## config.mk

```make
export PLATFORM = sky130hd
export DESIGN_NAME = instr_controller
export DESIGN_NICKNAME = d
export VERILOG_FILES = /design/src/rtl/cpu_pkg.sv /design/src/rtl/instr_decoder.sv /design/src/rtl/instr_controller.sv
export SDC_FILE = /design/constraint.sdc
export NUM_CORES = 1
export LEC_CHECK = 0
export ABC_AREA = 0
export CAP_MARGIN = 20
export CORE_UTILIZATION = 42
export CTS_CLUSTER_SIZE = 30
export DETAILED_ROUTE_END_ITERATION = 8
export PLACE_DENSITY = 0.79
export SYNTH_ARGS = -nofsm -noshare
export SYNTH_HDL_FRONTEND = slang
export SYNTH_HIERARCHICAL = 1
export SYNTH_SLANG_ARGS = --single-unit
```

## constraint.sdc

```tcl
create_clock -name clk -period 2.3 [get_ports clk]
set_input_delay 0.345 -clock clk [delete_from_list [all_inputs] [get_ports clk]]
set_output_delay 0.345 -clock clk [all_outputs]
set_load 0.05 [all_outputs]
```

## src/rtl/cpu_pkg.sv

```systemverilog
// Shared types and encodings for the instruction controller and its decoder.
package cpu_pkg;

    typedef enum logic [2:0] {
        S_WAIT, S_DECODE, S_WRITE_IMM, S_GET_A, S_GET_B, S_ALU, S_CMP, S_WRITE_REG
    } state_t;

    typedef enum logic [2:0] {
        IC_UNDEF, IC_MOVI, IC_MOVR, IC_ADD, IC_CMP, IC_AND, IC_MVN
    } iclass_t;

    typedef logic [2:0] regsel_t;

    localparam logic [2:0] OPC_MOV = 3'b110;
    localparam logic [2:0] OPC_ALU = 3'b101;

    localparam logic [1:0] OP_MOVI = 2'b10;
    localparam logic [1:0] OP_MOVR = 2'b00;
    localparam logic [1:0] OP_ADD  = 2'b00;
    localparam logic [1:0] OP_CMP  = 2'b01;
    localparam logic [1:0] OP_AND  = 2'b10;
    localparam logic [1:0] OP_MVN  = 2'b11;

    localparam logic [1:0] ALU_ADD = 2'b00;
    localparam logic [1:0] ALU_SUB = 2'b01;
    localparam logic [1:0] ALU_AND = 2'b10;
    localparam logic [1:0] ALU_MVN = 2'b11;

endpackage

```

## src/rtl/instr_decoder.sv

```systemverilog
// Combinational split of the instruction register into fields and an instruction class.
module instr_decoder
    import cpu_pkg::*;
(
    input  logic [15:0] i_ir,
    output regsel_t     o_rn,
    output regsel_t     o_rd,
    output regsel_t     o_rm,
    output logic [1:0]  o_sh,
    output logic [1:0]  o_op,
    output logic [15:0] o_sximm8,
    output iclass_t     o_iclass
);

    logic [2:0] w_opcode;

    assign w_opcode = i_ir[15:13];
    assign o_op     = i_ir[12:11];
    assign o_rn     = i_ir[10:8];
    assign o_rd     = i_ir[7:5];
    assign o_sh     = i_ir[4:3];
    assign o_rm     = i_ir[2:0];
    assign o_sximm8 = {{8{i_ir[7]}}, i_ir[7:0]};

    always_comb begin
        o_iclass = IC_UNDEF;
        if (w_opcode == OPC_MOV && o_op == OP_MOVI)
            o_iclass = IC_MOVI;
        else if (w_opcode == OPC_MOV && o_op == OP_MOVR)
            o_iclass = IC_MOVR;
        else if (w_opcode == OPC_ALU) begin
            case (o_op)
                OP_ADD:  o_iclass = IC_ADD;
                OP_CMP:  o_iclass = IC_CMP;
                OP_AND:  o_iclass = IC_AND;
                default: o_iclass = IC_MVN;
            endcase
        end
    end

endmodule

```

## src/rtl/instr_controller.sv

```systemverilog
// Instruction register plus Moore sequencer driving the register/ALU datapath controls.
module instr_controller
    import cpu_pkg::*;
(
    input  logic        clk,
    input  logic        reset,
    input  logic [15:0] in,
    input  logic        load,
    input  logic        s,
    output logic [2:0]  readnum,
    output logic [2:0]  writenum,
    output logic        vsel,
    output logic        loada,
    output logic        loadb,
    output logic        loadc,
    output logic        loads,
    output logic        write,
    output logic        asel,
    output logic        bsel,
    output logic [1:0]  shift,
    output logic [1:0]  ALUop,
    output logic [15:0] datapath_in,
    output logic        w,
    output logic        illegal
);

    logic [15:0] r_ir;
    state_t      r_state;
    state_t      w_next;
    regsel_t     w_rn, w_rd, w_rm, w_sel;
    logic [1:0]  w_sh, w_op;
    logic [15:0] w_sximm8;
    iclass_t     w_iclass;

    instr_decoder u_dec (
        .i_ir     (r_ir),
        .o_rn     (w_rn),
        .o_rd     (w_rd),
        .o_rm     (w_rm),
        .o_sh     (w_sh),
        .o_op     (w_op),
        .o_sximm8 (w_sximm8),
        .o_iclass (w_iclass)
    );

    // IR only loads in WAIT, so it is frozen for the rest of the instruction
    always_ff @(posedge clk) begin
        if (reset) begin
            r_state <= S_WAIT;
            r_ir    <= '0;
        end else begin
            r_state <= w_next;
            if (r_state == S_WAIT && load)
                r_ir <= in;
        end
    end

    always_comb begin
        w_next  = r_state;
        w_sel   = '0;
        vsel    = 1'b0;
        loada   = 1'b0;
        loadb   = 1'b0;
        loadc   = 1'b0;
        loads   = 1'b0;
        write   = 1'b0;
        asel    = 1'b0;
        shift   = 2'b00;
        ALUop   = ALU_ADD;
        w       = 1'b0;
        illegal = 1'b0;
        case (r_state)
            S_WAIT: begin
                w = 1'b1;
                if (s) w_next = S_DECODE;
            end
            S_DECODE: begin
                case (w_iclass)
                    IC_MOVI:               w_next = S_WRITE_IMM;
                    IC_MOVR, IC_MVN:       w_next = S_GET_B;
                    IC_ADD, IC_AND, IC_CMP: w_next = S_GET_A;
                    default: begin
                        w_next  = S_WAIT;
                        illegal = 1'b1;
                    end
                endcase
            end
            S_WRITE_IMM: begin
                w_sel  = w_rn;
                vsel   = 1'b1;
                write  = 1'b1;
                w_next = S_WAIT;
            end
            S_GET_A: begin
                w_sel  = w_rn;
                loada  = 1'b1;
                w_next = S_GET_B;
            end
            S_GET_B: begin
                w_sel  = w_rm;
                loadb  = 1'b1;
                w_next = (w_iclass == IC_CMP) ? S_CMP : S_ALU;
            end
            S_ALU: begin
                shift  = w_sh;
                loadc  = 1'b1;
                // MOV reg passes the shifted B through by adding it to a zeroed A
                if (w_iclass == IC_MOVR) begin
                    asel  = 1'b1;
                    ALUop = ALU_ADD;
                end else begin
                    ALUop = w_op;
                end
                w_next = S_WRITE_REG;
            end
            S_CMP: begin
                shift  = w_sh;
                ALUop  = ALU_SUB;
                loads  = 1'b1;
                w_next = S_WAIT;
            end
            S_WRITE_REG: begin
                w_sel  = w_rd;
                write  = 1'b1;
                w_next = S_WAIT;
            end
            default: w_next = S_WAIT;
        endcase
    end

    assign readnum     = w_sel;
    assign writenum    = w_sel;
    assign bsel        = 1'b0;
    assign datapath_in = w_sximm8;

endmodule

```

**Yosys cells after proc, flatten, opt, wreduce, memory -nomap -nowiden**

Index checks and enable logic that the tools add are counted.

- Input port bits: 20
- Flip-flop bits (word level): 19

- Mux-type cells: 23
- Reduce and logical (&&, ||, !) cells: 12
- Equal/unequal tests: 18

Operators by type and width:

| operator | count |
|---|---|
| == test 3 bit, second input constant | 9 |
| one-hot mux 3 bit (3 select lines) | 3 |
| one-hot mux 3 bit (6 select lines) | 1 |
| == test 3 x 2 -> 1 bit, second input constant | 4 |
| 2-to-1 mux 3 bit | 4 |
| 2-to-1 mux 1 bit | 11 |
| OR reduction 2 bit | 4 |
| == test 3 x 1 -> 1 bit, second input constant | 2 |
| 2-to-1 mux 2 bit | 3 |
| OR reduction 3 bit | 2 |
| OR reduction 6 bit | 1 |
| one-hot mux 2 bit (2 select lines) | 1 |
| logical AND 1 bit | 3 |
| logical NOT 3 bit | 1 |
| == test 2 x 1 -> 1 bit, second input constant | 1 |
| == test 2 bit, second input constant | 1 |
| logical NOT 2 bit | 1 |
| != test 2 bit, second input constant | 1 |

**Depth between registers and ports, before layout**

- Depth in word-level cells: 9
- Mapped depth: 9
- Gate-level depth less buffers: 8

**Modules after synthesis**

The synthesis kept the hierarchy.

Modules (own cells, without submodules):

| module | cells each | instances | seq. area each (sq um) | area an instance (sq um) |
|---|---|---|---|---|
| instr_controller | 133 | 1 | 380.4 | 1002.2 |
| instr_decoder | 43 | 1 | 0.0 | 324.1 |

**Least setup slack after synthesis**

Ideal clock, no wire load.

- Path type: reg2out
- From: reg r_state[0]
- To: out writenum[0]
- Path buffers: 2
- Slack: -830 ps
- Stages on the path, launching flop included: 5
- Arrival: 2785 ps
- Cells stage by stage: dfxtp_1 buf_2 nor3b_1 a22o_1 buf_4

- Longest elaborated chain between the ends: 3

RTL lines:

| element | line | source |
|---|---|---|
| start: declaration | instr_controller.sv:28 | `state_t r_state;` |
| start signal: assignment | instr_controller.sv:52 | `r_state <= w_next;` |
| == test 3 x 2 -> 1 bit | instr_controller.sv:72 | `case (r_state)` |
| OR reduction 2 bit (no source line) | n/a |  |
| one-hot mux 3 bit (3 select lines) (*) | instr_controller.sv:72 |  |
| end: declaration | instr_controller.sv:11 | `output logic [2:0] writenum,` |

Every way passes the cells marked *; elsewhere a longest branch is shown, timed or not.

**Worst setup path after layout**

- From: reg r_ir[11]
- To: out illegal

- Longest elaborated chain between the ends: 9

RTL lines:

| element | line | source |
|---|---|---|
| start: declaration | instr_controller.sv:27 | `logic [15:0] r_ir;` |
| start signal: assignment | instr_controller.sv:54 | `r_ir <= in;` |
| == test 2 bit, or another cell as far along | instr_decoder.sv:27, instr_decoder.sv:32 |  |
| one-hot mux 3 bit (3 select lines) | instr_decoder.sv:32 | `case (o_op)` |
| 2-to-1 mux 3 bit | instr_decoder.sv:31 | `else if (w_opcode == OPC_ALU) begin` |
| 2-to-1 mux 3 bit | instr_decoder.sv:29 | `else if (w_opcode == OPC_MOV && o_op == OP_MOVR)` |
| 2-to-1 mux 3 bit (*) | instr_decoder.sv:27 | `if (w_opcode == OPC_MOV && o_op == OP_MOVI)` |
| via w_iclass[1] | instr_controller.sv:33 | `iclass_t w_iclass;` |
| == test 3 bit, or another cell as far along | instr_controller.sv:78 | `case (w_iclass)` |
| OR reduction 6 bit (no source line) (*) | n/a |  |
| 2-to-1 mux 1 bit (*) | instr_controller.sv:78 |  |
| 2-to-1 mux 1 bit (*) | instr_controller.sv:72 |  |
| end: declaration | instr_controller.sv:24 | `output logic illegal` |

The timed path passes the listed nets; every way through them passes the cells marked *.

==> impl_metrics.csv <==
group,metric,value,unit
status,outcome,"complete, but fails checks",
status,failed_checks,"setup timing",
run,max_cap_viol_count,0,
detailed_routing,drt-wirelength-per-cell,12.82,um
sta,rsz_0062_raised_after_global_routing,"true",
power,switching_share,0.3526,
floorplan,core-area,0.003028,mm2
detailed_routing,wirelength,3.166,mm
synthesis,asyncSetResetFlopFracSynth,0,
sta,timing.max_slew.rel_slack,0.6316,
finish,fin_nets,227,
synthesis,synth_seq_area_share,0.2868,
cts,cts-root-buf,"sky130_fd_sc_hd__clkbuf_4",
worst_setup_path,critPathLaunch,"r_ir[11]",
worst_setup_path,worst_setup_path_start_kind,"flop",
finish,relative_area_change_from_synthesis_to_final_layout,50.19,%
detailed_routing,viasPerCell,4.838,
worst_setup_path,worstSetupPathType,"flop to output pin",
sta,minimum_clock_period_after_layout,2.363,ns
cts,insertion_delay,0.30,ns
sta,tightestPinTransition,0.5527,ns
worst_setup_path,timing.critical_path.arrival,2.02,ns
power,seqPwrFrac,0.452,
power,clockPowerShare,0.210,
sta,max_slew_vio_count,0,
cts,tritoncts_num_sinks,19,
cts,depth_of_the_cts_h_tree,1,
detailed_routing,routed_wl_met2,1.589,mm
grt,initial_antenna_violation_count,0,
grt,grt_max_degree,20,
cts,cts_tree,"done",
cts,cts-buffers-inserted,3,
sta,final.setup.worst_slack,-0.06257,ns
worst_setup_path,cp_data_required_time,1.96,ns
floorplan,area_of_the_die,0.003387,mm2
worst_setup_path,critical_path.reg2reg.startpoint,"r_ir[11]",
worst_setup_path,crit_path_end_kind,"output pin",
power,power.static_leakage,0.7583,nW
floorplan,initial_utilization,0.4380,
detailed_routing,vias,1195,
grt,grt_first_pass_wirelength,4.940,mm
placed_design,hpwl_detailed,2.247,mm
sta,final_hold_viol_count,0,
synthesis,synth_warnings,6,
synthesis,ys_types,31,
cts,clk_pin_slew,0.12,ns
finish,post_route_cells_drive_above_1_share,0.2808,
grt,number_of_global_route_vias_before_repair,1132,
detailed_routing,wl_met1,1.395,mm
floorplan,placement_rows,20,
floorplan,die_w,58.20,um
finish,diodes,0,
power,powerDensity,412.4,mW/mm2
synthesis,post_synth.cell_area_avg,7.536,um2
synthesis,synth.ff_latch_count,19,
sta,fmax,0.4233,GHz
grt,overflow,0,
placed_design,port_buffers,54,
floorplan,fp.dieH,58.20,um
detailed_routing,dr_wl_met3,168,um
sta,setup_viol_count_final,2,
synthesis,syn-num-nets,199,
synthesis,synth-edff-count,0,
detailed_routing,drc_errors,0,
detailed_routing,dr.pass1.iters,4,
grt,grt_use_total,0.1858,
finish,utilization,0.6579,
detailed_routing,drt.antenna.violating_nets,0,
cts,max-clock-path-buffers,2,
sta,min_period_over_period,1.027,
cts,holdBufCountCts,0,
detailed_routing,initialDrtViolationCount,21,
worst_hold_path,worst_hold_startpoint,"r_ir[9]",
sta,hold-worst-slack,0.4657,ns
placed_design,globalplace.congestion,0.8719,
power,power.internal,0.0005318,W
floorplan,floorplan.io_pins,56,
sta,clock_skew,0.006150,ns
power,max-vdd-ir-drop,243.8,uV
detailed_routing,maxUsedRoutingLayer,"met4",
synthesis,synth-main-ff-cell,"sky130_fd_sc_hd__dfxtp_1",
power,combPwrFrac,0.338,
power,net_switching_power,0.0002896,W
worst_setup_path,worst-path-max-fanout,3,
synthesis,mappedNetlistArea,0.001326,mm2
worst_hold_path,timing.hold.worst.class,"flop to flop",
finish,final.fill_count,253,
synthesis,syn_inst,176,
[cells in the mapped netlist (5+ instances only)]
library cell,n,area (um2)
sky130_fd_sc_hd__nand3_1,5,25.02
sky130_fd_sc_hd__inv_1,5,18.77
sky130_fd_sc_hd__a21oi_1,17,85.08
sky130_fd_sc_hd__clkbuf_1,5,18.77
sky130_fd_sc_hd__buf_4,33,247.7
sky130_fd_sc_hd__nand2_1,35,131.4
sky130_fd_sc_hd__and2_1,6,37.54
sky130_fd_sc_hd__dfxtp_1,19,380.4
[per-layer routing]
metal,up-vias,GRT usage
li1,602,-
met1,545,0.2170
met2,46,0.3498
met3,2,0.02902
met4,0,0.04762
met5,-,0
[cells by family (layout without fill, tap and decap cells)]
kind of cell    count (synthesis)  after routing  synth area share
fa+ha+maj                       3              3           0.02830
flops                          19             19            0.2868
buf+inv                        49             76            0.2472
simple gates                   70             70            0.2792
compound gates                 34             34            0.1557
other cells                     1              1          0.002827
[flip-flops by register name, summed over array words and instances, names as in the netlist]
| signal | cells |
|---|---|
| r_ir | 16 |
| r_state | 3 |
[layout make-up]
type,instances,area [um2],area share
clock buffers,3,22.52,0.01131
clock inverters,1,5.005,0.002513
inverters,5,23.77,0.01193
multi-input cells,108,720.7,0.3618
flip-flops and latches,19,386.6,0.1941
well taps,44,55.05,0.02764
repair buffers,67,778.2,0.3907
[worst paths after layout]
path	end	slack, ns	cells after the start
max reg2reg	r_state[0]	0.46	10
min reg2reg	r_ir[9]	0.47	2
min	r_ir[9]	0.47	2
max	illegal	-0.06	8
[timing repair]
item,CTS,global route
pin swaps,5,2
resized for setup,18,7
endpoints found under the setup margin,4,5
setup buffers,5,3
cloned,0,0
[power by group through the flow]
stage | clock network [W] | logic [W] | registers, W
after floorplan | 0 | 0.000211 | 0.000372
after global placement | 0 | 0.000254 | 0.000375
after detailed placement | 0 | 0.000259 | 0.000377
after CTS | 0.000174 | 0.000272 | 0.000371
after global routing | 0.000190 | 0.000293 | 0.000375
final | 0.000172 | 0.000278 | 0.000371
[critical path: stages, from the launching register on]
cell and delay, ns:
sky130_fd_sc_hd__dfxtp_2 0.35, sky130_fd_sc_hd__inv_4 0.08, sky130_fd_sc_hd__ha_4 0.14, sky130_fd_sc_hd__nand3b_1 0.13, sky130_fd_sc_hd__o22ai_2 0.08, sky130_fd_sc_hd__and2_4 0.15, sky130_fd_sc_hd__or3_4 0.37, sky130_fd_sc_hd__a211oi_4 0.25
sky130_fd_sc_hd__buf_12 0.17
[through the flow]
stage	power, W	cell area [um2]	std cells	TNS [ns]	setup WS (ns)
floorplan	0.0005826	1353	176	0	0.007972
global placement	0.0006297	1817	235	0	0.1554
detailed placement	0.0006360	1817	235	0	0.07435
CTS	0.0008176	1934	244	-0.08220	-0.08220
global route	0.0008580	1992	247	-0.2970	-0.1297
finish	0.0008214	1992	247	-0.06646	-0.06257
[placed cells by master, fill, tap and decap left out, types with 2 or more instances in the layout]
cell,Yosys,final
sky130_fd_sc_hd__a211oi_1,4,2
sky130_fd_sc_hd__a211oi_4,0,2
sky130_fd_sc_hd__a21oi_1,17,17
sky130_fd_sc_hd__a22o_1,4,4
sky130_fd_sc_hd__and2_1,6,3
sky130_fd_sc_hd__and2_4,0,3
sky130_fd_sc_hd__buf_12,0,15
sky130_fd_sc_hd__buf_4,33,17
sky130_fd_sc_hd__clkbuf_4,0,3
sky130_fd_sc_hd__clkdlybuf4s50_1,0,35
sky130_fd_sc_hd__dfxtp_1,19,16
sky130_fd_sc_hd__dfxtp_2,0,2
sky130_fd_sc_hd__ha_4,0,2
sky130_fd_sc_hd__inv_1,5,3
sky130_fd_sc_hd__inv_4,0,2
sky130_fd_sc_hd__nand2_1,35,35
sky130_fd_sc_hd__nand2b_1,2,2
sky130_fd_sc_hd__nand3_1,5,4
sky130_fd_sc_hd__nand3b_1,2,2
sky130_fd_sc_hd__nor2_1,4,2
sky130_fd_sc_hd__nor2_2,0,2
sky130_fd_sc_hd__nor2b_1,3,3
sky130_fd_sc_hd__nor3_1,2,2
sky130_fd_sc_hd__nor3b_1,4,2
sky130_fd_sc_hd__o21ai_0,4,4
No activity file was read; power rests on OpenSTA's default activity.
